$ cat src/rtl/beta_dec_issue_stage.sv
// rtl/beta_dec_issue_stage.sv - decode-to-execute issue stage with register write scoreboard
//
// Purpose: holds one decoded instruction in an output pipeline register. A per-register
// scoreboard marks destinations whose writes have issued but not yet written back. The
// stage stalls on RAW/WAW hazards and bypasses same-cycle writeback data into operands.
//
// Ports:
//   clk_i, rst_i          clock, synchronous active-high reset
//   flush_i               drop the held instruction and refuse input this cycle
//   in_*                  decoded instruction (valid/ready handshake)
//   wb_*                  writeback port (clears scoreboard bits, bypass source)
//   out_*                 issued instruction to execute (valid/ready handshake)
//   busy_o                held instruction or any outstanding write
//   stall_cnt_o           saturating count of hazard stall cycles
module beta_dec_issue_stage #(
    parameter int DataWidth     = 32,
    parameter int NumRegs       = 32,
    parameter int CwWidth       = 32,
    parameter int StallCntWidth = 16
) (
    input  logic                     clk_i,
    input  logic                     rst_i,
    input  logic                     flush_i,
    input  logic                     in_valid_i,
    output logic                     in_ready_o,
    input  logic [4:0]               in_rs1_addr_i,
    input  logic [4:0]               in_rs2_addr_i,
    input  logic                     in_rs1_used_i,
    input  logic                     in_rs2_used_i,
    input  logic [4:0]               in_rd_addr_i,
    input  logic                     in_rd_wr_i,
    input  logic [DataWidth-1:0]     in_op_a_i,
    input  logic [DataWidth-1:0]     in_op_b_i,
    input  logic                     in_op_a_is_rs1_i,
    input  logic                     in_op_b_is_rs2_i,
    input  logic [DataWidth-1:0]     in_pc_i,
    input  logic [CwWidth-1:0]       in_cw_i,
    input  logic                     wb_valid_i,
    input  logic [4:0]               wb_rd_addr_i,
    input  logic [DataWidth-1:0]     wb_data_i,
    output logic                     out_valid_o,
    input  logic                     out_ready_i,
    output logic [DataWidth-1:0]     out_op_a_o,
    output logic [DataWidth-1:0]     out_op_b_o,
    output logic [4:0]               out_rd_addr_o,
    output logic                     out_rd_wr_o,
    output logic [DataWidth-1:0]     out_pc_o,
    output logic [CwWidth-1:0]       out_cw_o,
    output logic                     out_illegal_o,
    output logic                     busy_o,
    output logic [StallCntWidth-1:0] stall_cnt_o
);

    logic [NumRegs-1:0]       sb_q;
    logic [31:0]              sb_ext;
    logic [31:0]              sb_next;
    logic [StallCntWidth-1:0] stall_cnt_q;
    logic                     held_wr;
    logic                     illegal;
    logic                     rs1_res, rs2_res, rd_res;
    logic                     hazard;
    logic                     accept;
    logic                     issue;

    // Zero-extended to the full 5-bit address space so out-of-range addresses read as
    // never pending.
    assign sb_ext  = 32'(sb_q);
    assign held_wr = out_valid_o & out_rd_wr_o;

    function automatic logic in_range(input logic [4:0] a);
        return 32'(a) < NumRegs;
    endfunction

    function automatic logic pending(input logic [4:0] a, input logic [31:0] sb,
                                     input logic hw, input logic [4:0] hrd);
        return (a != 5'd0) && (sb[a] || (hw && hrd == a));
    endfunction

    // A writeback resolves a hazard only for a write that has already left this stage;
    // a write still held here is younger than anything on the writeback port.
    function automatic logic resolved(input logic [4:0] a, input logic [31:0] sb,
                                      input logic hw, input logic [4:0] hrd,
                                      input logic wv, input logic [4:0] wrd);
        return wv && (wrd == a) && (a != 5'd0) && sb[a] && !(hw && hrd == a);
    endfunction

    assign illegal = (in_rs1_used_i && !in_range(in_rs1_addr_i))
                   | (in_rs2_used_i && !in_range(in_rs2_addr_i))
                   | (in_rd_wr_i    && !in_range(in_rd_addr_i));

    assign rs1_res = resolved(in_rs1_addr_i, sb_ext, held_wr, out_rd_addr_o, wb_valid_i, wb_rd_addr_i);
    assign rs2_res = resolved(in_rs2_addr_i, sb_ext, held_wr, out_rd_addr_o, wb_valid_i, wb_rd_addr_i);
    assign rd_res  = resolved(in_rd_addr_i,  sb_ext, held_wr, out_rd_addr_o, wb_valid_i, wb_rd_addr_i);

    assign hazard = in_valid_i && (
          (in_rs1_used_i && pending(in_rs1_addr_i, sb_ext, held_wr, out_rd_addr_o) && !rs1_res)
        | (in_rs2_used_i && pending(in_rs2_addr_i, sb_ext, held_wr, out_rd_addr_o) && !rs2_res)
        | (in_rd_wr_i && (in_rd_addr_i != 5'd0)
                      && pending(in_rd_addr_i, sb_ext, held_wr, out_rd_addr_o) && !rd_res));

    assign in_ready_o  = (!out_valid_o || out_ready_i) && !hazard && !flush_i;
    assign accept      = in_valid_i && in_ready_o;
    assign issue       = out_valid_o && out_ready_i;
    assign busy_o      = out_valid_o || (|sb_q);
    assign stall_cnt_o = stall_cnt_q;

    // Set from an issuing write is applied after the writeback clear so it wins.
    always_comb begin
        sb_next = sb_ext;
        if (wb_valid_i) begin
            sb_next[wb_rd_addr_i] = 1'b0;
        end
        if (issue && out_rd_wr_o && (out_rd_addr_o != 5'd0)) begin
            sb_next[out_rd_addr_o] = 1'b1;
        end
        sb_next[0] = 1'b0;
    end

    always_ff @(posedge clk_i) begin
        if (rst_i) begin
            sb_q        <= '0;
            stall_cnt_q <= '0;
        end else begin
            sb_q <= sb_next[NumRegs-1:0];
            if (hazard && !flush_i && (stall_cnt_q != '1)) begin
                stall_cnt_q <= stall_cnt_q + StallCntWidth'(1);
            end
        end
    end

    always_ff @(posedge clk_i) begin
        if (rst_i) begin
            out_valid_o   <= 1'b0;
            out_op_a_o    <= '0;
            out_op_b_o    <= '0;
            out_rd_addr_o <= '0;
            out_rd_wr_o   <= 1'b0;
            out_pc_o      <= '0;
            out_cw_o      <= '0;
            out_illegal_o <= 1'b0;
        end else if (accept) begin
            out_valid_o   <= 1'b1;
            out_op_a_o    <= (in_op_a_is_rs1_i && rs1_res) ? wb_data_i : in_op_a_i;
            out_op_b_o    <= (in_op_b_is_rs2_i && rs2_res) ? wb_data_i : in_op_b_i;
            out_rd_addr_o <= in_rd_addr_i;
            out_rd_wr_o   <= in_rd_wr_i && !illegal;
            out_pc_o      <= in_pc_i;
            out_cw_o      <= in_cw_i;
            out_illegal_o <= illegal;
        end else if (issue || flush_i) begin
            out_valid_o <= 1'b0;
        end
    end

endmodule

$ cat config.mk
export PLATFORM = sky130hd
export DESIGN_NAME = beta_dec_issue_stage
export DESIGN_NICKNAME = d
export VERILOG_FILES = /design/src/rtl/beta_dec_issue_stage.sv
export SDC_FILE = /design/constraint.sdc
export NUM_CORES = 1
export LEC_CHECK = 0
export CAP_MARGIN = 25
export CORE_MARGIN = 1
export CORE_UTILIZATION = 42
export CTS_BUF_LIST = sky130_fd_sc_hd__clkbuf_16
export CTS_CLUSTER_DIAMETER = 100
export DETAILED_ROUTE_END_ITERATION = 16
export PLACE_DENSITY = 0.87
export REMOVE_ABC_BUFFERS = 1
export SLEW_MARGIN = 40
export SYNTH_ARGS = -nofsm -noshare
export SYNTH_HDL_FRONTEND = slang
export SYNTH_SLANG_ARGS = --single-unit
$ cat constraint.sdc
create_clock -name clk_i -period 12.4 [get_ports clk_i]
set_input_delay 3.1 -clock clk_i [delete_from_list [all_inputs] [get_ports clk_i]]
set_output_delay 3.1 -clock clk_i [all_outputs]
set_load 0.005 [all_outputs]
---- After elaboration in Yosys (flattened, before gate mapping) ----
Cells that the tools add are included.
storage, ports and cells
  bits in registers ....................... 183
  bits of input ports ..................... 191
  word-level logic and storage cells ...... 106
cells by class
  $add $sub $neg .......................... 1
  $lt $le $gt $ge ......................... 7
  equal/unequal tests ..................... 7
  multiplexer cells ....................... 16
  bitwise gates (word level) .............. 6
  reduce and logical (&&, ||, !) cells .... 59
operators by type and width
  cell                                                  count
  2-to-1 mux 32 bit                                     4
  logical AND 1 bit                                     38
  bitwise AND 32 bit                                    1
  NOT 32 bit                                            1
  bitwise OR 32 bit                                     1
  OR reduction 32 bit                                   1
  == test 5 bit                                         6
  < comparator 5 x 6 -> 1 bit (second input constant)   5
  nonzero test 5 bit                                    4
  adder 16 x 1 -> 16 bit (second input constant)        1
  != test 16 bit (second input constant)                1
  binary-select mux 1 bit (select 5 bit)                3
  demux 1 bit (select 5 bit)                            2
  >= comparator 5 x 1 -> 1 bit (second input constant)  2
  logical NOT 1 bit                                     9
  2-to-1 mux 1 bit                                      7
  logical OR 1 bit                                      6
  bitwise OR 1 bit                                      2
  nonzero test 2 bit                                    1
  bitwise AND 1 bit                                     1

---- Longest topological paths before layout ----
  depth in word-level cells ............... 15
  gate-level depth with buffers ........... 13

---- Least setup slack after synthesis ----
Ideal clock, no wire load.
  kind .................................... input-to-output
  start ................................... input in_rs1_addr_i[0]
  end ..................................... output in_ready_o
  data arrival time ....................... 5.455 ns
  required time ........................... 9.300 ns
  setup slack ............................. 3.845 ns
  cell stages on the path ................. 9
  path through ............................ buf_2 mux4_2 mux4_2 o211ai_2 nor3_1 nor3_2 clkbuf_2 nor2b_1 nor3_1
between the ends
  cells in the longest elaborated chain, start to end .. 13
ends and longest elaborated chain
  what                                                                            line  RTL
  start: declaration                                                              26    input logic [4:0] in_rs1_addr_i,
  branches (longest 6 deep; another with binary-select mux 1 bit (select 5 bit))  -
  logical AND 1 bit (*)                                                           96    (in_rs1_used_i && pending(in_rs1_addr_i, sb_ext, held_wr, out_rd_addr_o) && !rs1_res)
  bitwise OR 1 bit (*)                                                            97    | (in_rs2_used_i && pending(in_rs2_addr_i, sb_ext, held_wr, out_rd_addr_o) && !rs2_res)
  bitwise OR 1 bit (*)                                                            98    | (in_rd_wr_i && (in_rd_addr_i != 5'd0)
  logical AND 1 bit (*)                                                           95    assign hazard = in_valid_i && (
  logical NOT 1 bit (*)                                                           101   assign in_ready_o = (!out_valid_o || out_ready_i) && !hazard && !flush_i;
  logical AND 1 bit (*) (2 in a row)                                              101
  end: declaration                                                                25    output logic in_ready_o,
Every way passes the cells marked *. The select of a mux whose other input is x is not followed.

---- Worst setup path in the final report ----
Same ends and word-level chain as after synthesis.

==> flow_summary.yaml <==
logic_synthesis:
  synth_async_sr_flop_share_pct: 0
  synth_top_family_by_area: "multiplexers"
  synthXorXnorAreaFrac_pct: 2.56
  muxShareOfSynthArea_pct: 21.8
  ys_seq_elements: 182
  synth_compound_gate_area_share_pct: 13.0
  yosys_warnings: 0
  yosysUniqueCellTypes: 48
  synth-simple-area-share_pct: 16.8
  syn_area_per_cell_um2: 9.10
  synth-edff-count: 0
  yosys.area_share.adder_pct: 0.141
  seq_area_frac_synth_pct: 41.0
  syn_area_um2: 8890
  synthCells: 977
  ys_dominant_reg_cell: "dfxtp_1"
sta:
  worst_pin_slew_ns: 0.765
  clock_skew_ns: 0.0168
  fin_hold_ws_ns: 0.498
  hold_viol_final: 0
  period_share_pct: 78.2
  drv_slew: 0
  min_period_ns: 9.70
  slew_headroom_pct: 49.0
  setup_tns_ns: 0
  setup-violations-final: 0
  fmax_mhz: 103
  grt_setup_unrepaired: "no"
clocking:
  cts_buffers: 17
  cts_tree: "yes"
  clk_latency_ns: 0.43
  path_clk_slew_ns: 0.07
  postCtsSetupBuffers: 0
  post_cts_resized: 0
  root_buffer: "clkbuf_16"
  ctsHoldBuffers: 0
  cts.htree.levels: 4
  cts_buffer_depth: 2
  cts_sinks: 182
routing:
  antenna_left: 0
  drt-initial-drc-count: 566
  firstDrtPassIters: 5
  wire_per_inst_um: 19.2
  vias: 8625
  via_per_inst: 5.56
  wl_um: 29800
  drc: 0
setup_path:
  slowest_delay_ns: 0.80
  crit_chain: "clkdlybuf4s50_1, mux4_2, mux4_2, o211ai_2, nor3_1, nor3_2, buf_4, nor2b_1, nor3_1, clkdlybuf4s50_1"
  required_ns: 9.30
  crit_slowest_cell: "clkdlybuf4s50_1"
  worst_setup_path_end_kind: "output port"
  critical_path_class: "in -> out"
  r2r_setup_slack_ns: 8.98
  critical_path.top_delay_family: "buffers and inverters"
  critPathBufInv: 3
  arrival_ns: 6.60
  crit_fanout: 28
  startpoint_type: "primary input"
floorplanning:
  fp-row-count: 52
  die_area_um2: 21700
  initial_core_util_pct: 43.4
  io_pins: 345
  coreArea_um2: 20500
  die_w_um: 147
  die_y_um: 147
pwr:
  p_per_area_nw_per_um2: 110
  peakVddDrop_mv: 0.102
  power_uw: 1430
  p_leak_uw: 0.00444
placement:
  io_buffer_count: 343
  gp_congestion: 0.992
  hpwl_um: 21300
layout:
  drive_above_1_share_pct: 5.23
  area_growth_pct: 45.7
  nNetsFinal: 1459
global_routing:
  grtUsageMet3_pct: 8.15
  overflow: 0
  use_met1_pct: 31.5
  grt_pass1_wl_um: 46100
  grt_use_met2_pct: 45.9
  grt_max_degree: 109
  antenna_found_initial: 1
  busiest_layer: "met2"
  track_usage_pct: 27.0
  grt_pass1_vias: 8550
flow_run:
  drv_cap: 0
run_status:
  outcome: "finished, final reports clean"
min_path:
  hp-class: "reg -> reg"
## layout make-up
type / instances / area, um^2
sequential: 182 / 3640
inverter: 7 / 26.3
multi-input combinational: 709 / 4850
fill: 1672 / 7540
clock buffer: 17 / 425
antenna: 1 / 2.50
clock inverter: 15 / 151
tap: 270 / 338
timing repair buffer: 350 / 3510
## worst paths after layout
| path | startpoint | end | cells past startpoint |
|---|---|---|---|
| setup / recovery | in_rs1_addr_i[0] | in_ready_o | 10 |
| hold / removal | out_op_b_o[4] | out_op_b_o[4] | 2 |
| setup reg to reg | sb_ext[7] | out_cw_o[25] | 9 |
| hold reg to reg | out_op_b_o[4] | out_op_b_o[4] | 2 |
## metal layers
| metal | routed length, um | vias to the layer above |
|---|---|---|
| met5 | 0 | - |
| met4 | 1030 | 0 |
| met2 | 14500 | 414 |
| li1 | - | 4088 |
| met3 | 2780 | 81 |
| met1 | 11500 | 4042 |
## layout by cell type (no fill, tap or decap), types with 18 or more instances in the layout
master / n
o21ai_0: 40
nand2_1: 50
nor4_1: 18
clkdlybuf4s50_1: 340
mux2i_1: 168
dfxtp_1: 182
a211oi_1: 65
a21oi_1: 50
nor2_1: 152
## cells in the mapped netlist (7+ instances only)
library cell | n | area (um^2)
dfxtp_1 | 182 | 3640
mux4_2 | 9 | 203
inv_1 | 7 | 26.3
nor3_1 | 10 | 50.1
mux2i_1 | 168 | 1680
nand4_1 | 7 | 43.8
nor2b_1 | 12 | 75.1
clkbuf_1 | 41 | 154
or3_1 | 9 | 56.3
xor2_1 | 14 | 123
buf_2 | 23 | 115
xnor2_1 | 12 | 105
and3_1 | 10 | 62.6
nor4_1 | 18 | 113
o21ai_0 | 40 | 200
nor2_1 | 152 | 571
a21oi_1 | 50 | 250
a211oi_1 | 65 | 488
nand3_1 | 17 | 85.1
nand2_1 | 50 | 188
## power breakdown
part / total [uW] / switching [uW] / internal, uW / leakage [uW]
clock: 537 / 254 / 284 / 0.000287
sequential: 632 / 19.1 / 613 / 0.00148
combinational: 256 / 108 / 147 / 0.00267
total: 1430 / 381 / 1040 / 0.00444
## flip-flops by register name, summed over array words and instances (netlist names)
name / count
sb_ext: 31
out_rd_addr_o: 5
stall_cnt_o: 16
out_valid_o: 1
out_op_a_o: 32
out_rd_wr_o: 1
out_cw_o: 32
out_op_b_o: 32
out_pc_o: 32
## worst reg2reg max path, cell delays in order (launching register included)
cell and delay, ns:
dfxtp_1 0.40, mux4_2 0.51, mux4_2 0.48, o211ai_2 0.23, nor3_1 0.13, nor3_2 0.31, buf_12 0.37, buf_16 0.42
mux2i_1 0.38, nor2_1 0.06
## kinds of logic (layout without fill, tap and decap cells)
| family | Yosys count | count (layout) |
|---|---|---|
| fa+ha+maj | 1 | 1 |
| xor+xnor | 26 | 26 |
| compound gates | 181 | 181 |
| flops | 182 | 182 |
| buf+inv | 86 | 389 |
| other cells | 1 | 2 |
| simple gates | 318 | 318 |
| mux | 182 | 182 |
## through the flow
| step | worst slack [ns] | instances | cell area [um^2] | utilization [%] |
|---|---|---|---|---|
| 2_1_floorplan | -6.06 | 898 | 8500 | - |
| 3_3_place_gp | 2.62 | 1517 | 12300 | 60.2 |
| 3_5_place_dp | 2.69 | 1518 | 12400 | 60.4 |
| 4_1_cts | 2.69 | 1550 | 12900 | 63.2 |
| 5_1_grt | 2.48 | 1551 | 12900 | 63.2 |
| 6_report | 2.70 | 1551 | 12900 | 63.2 |
Power figures use the tool's default switching activity.
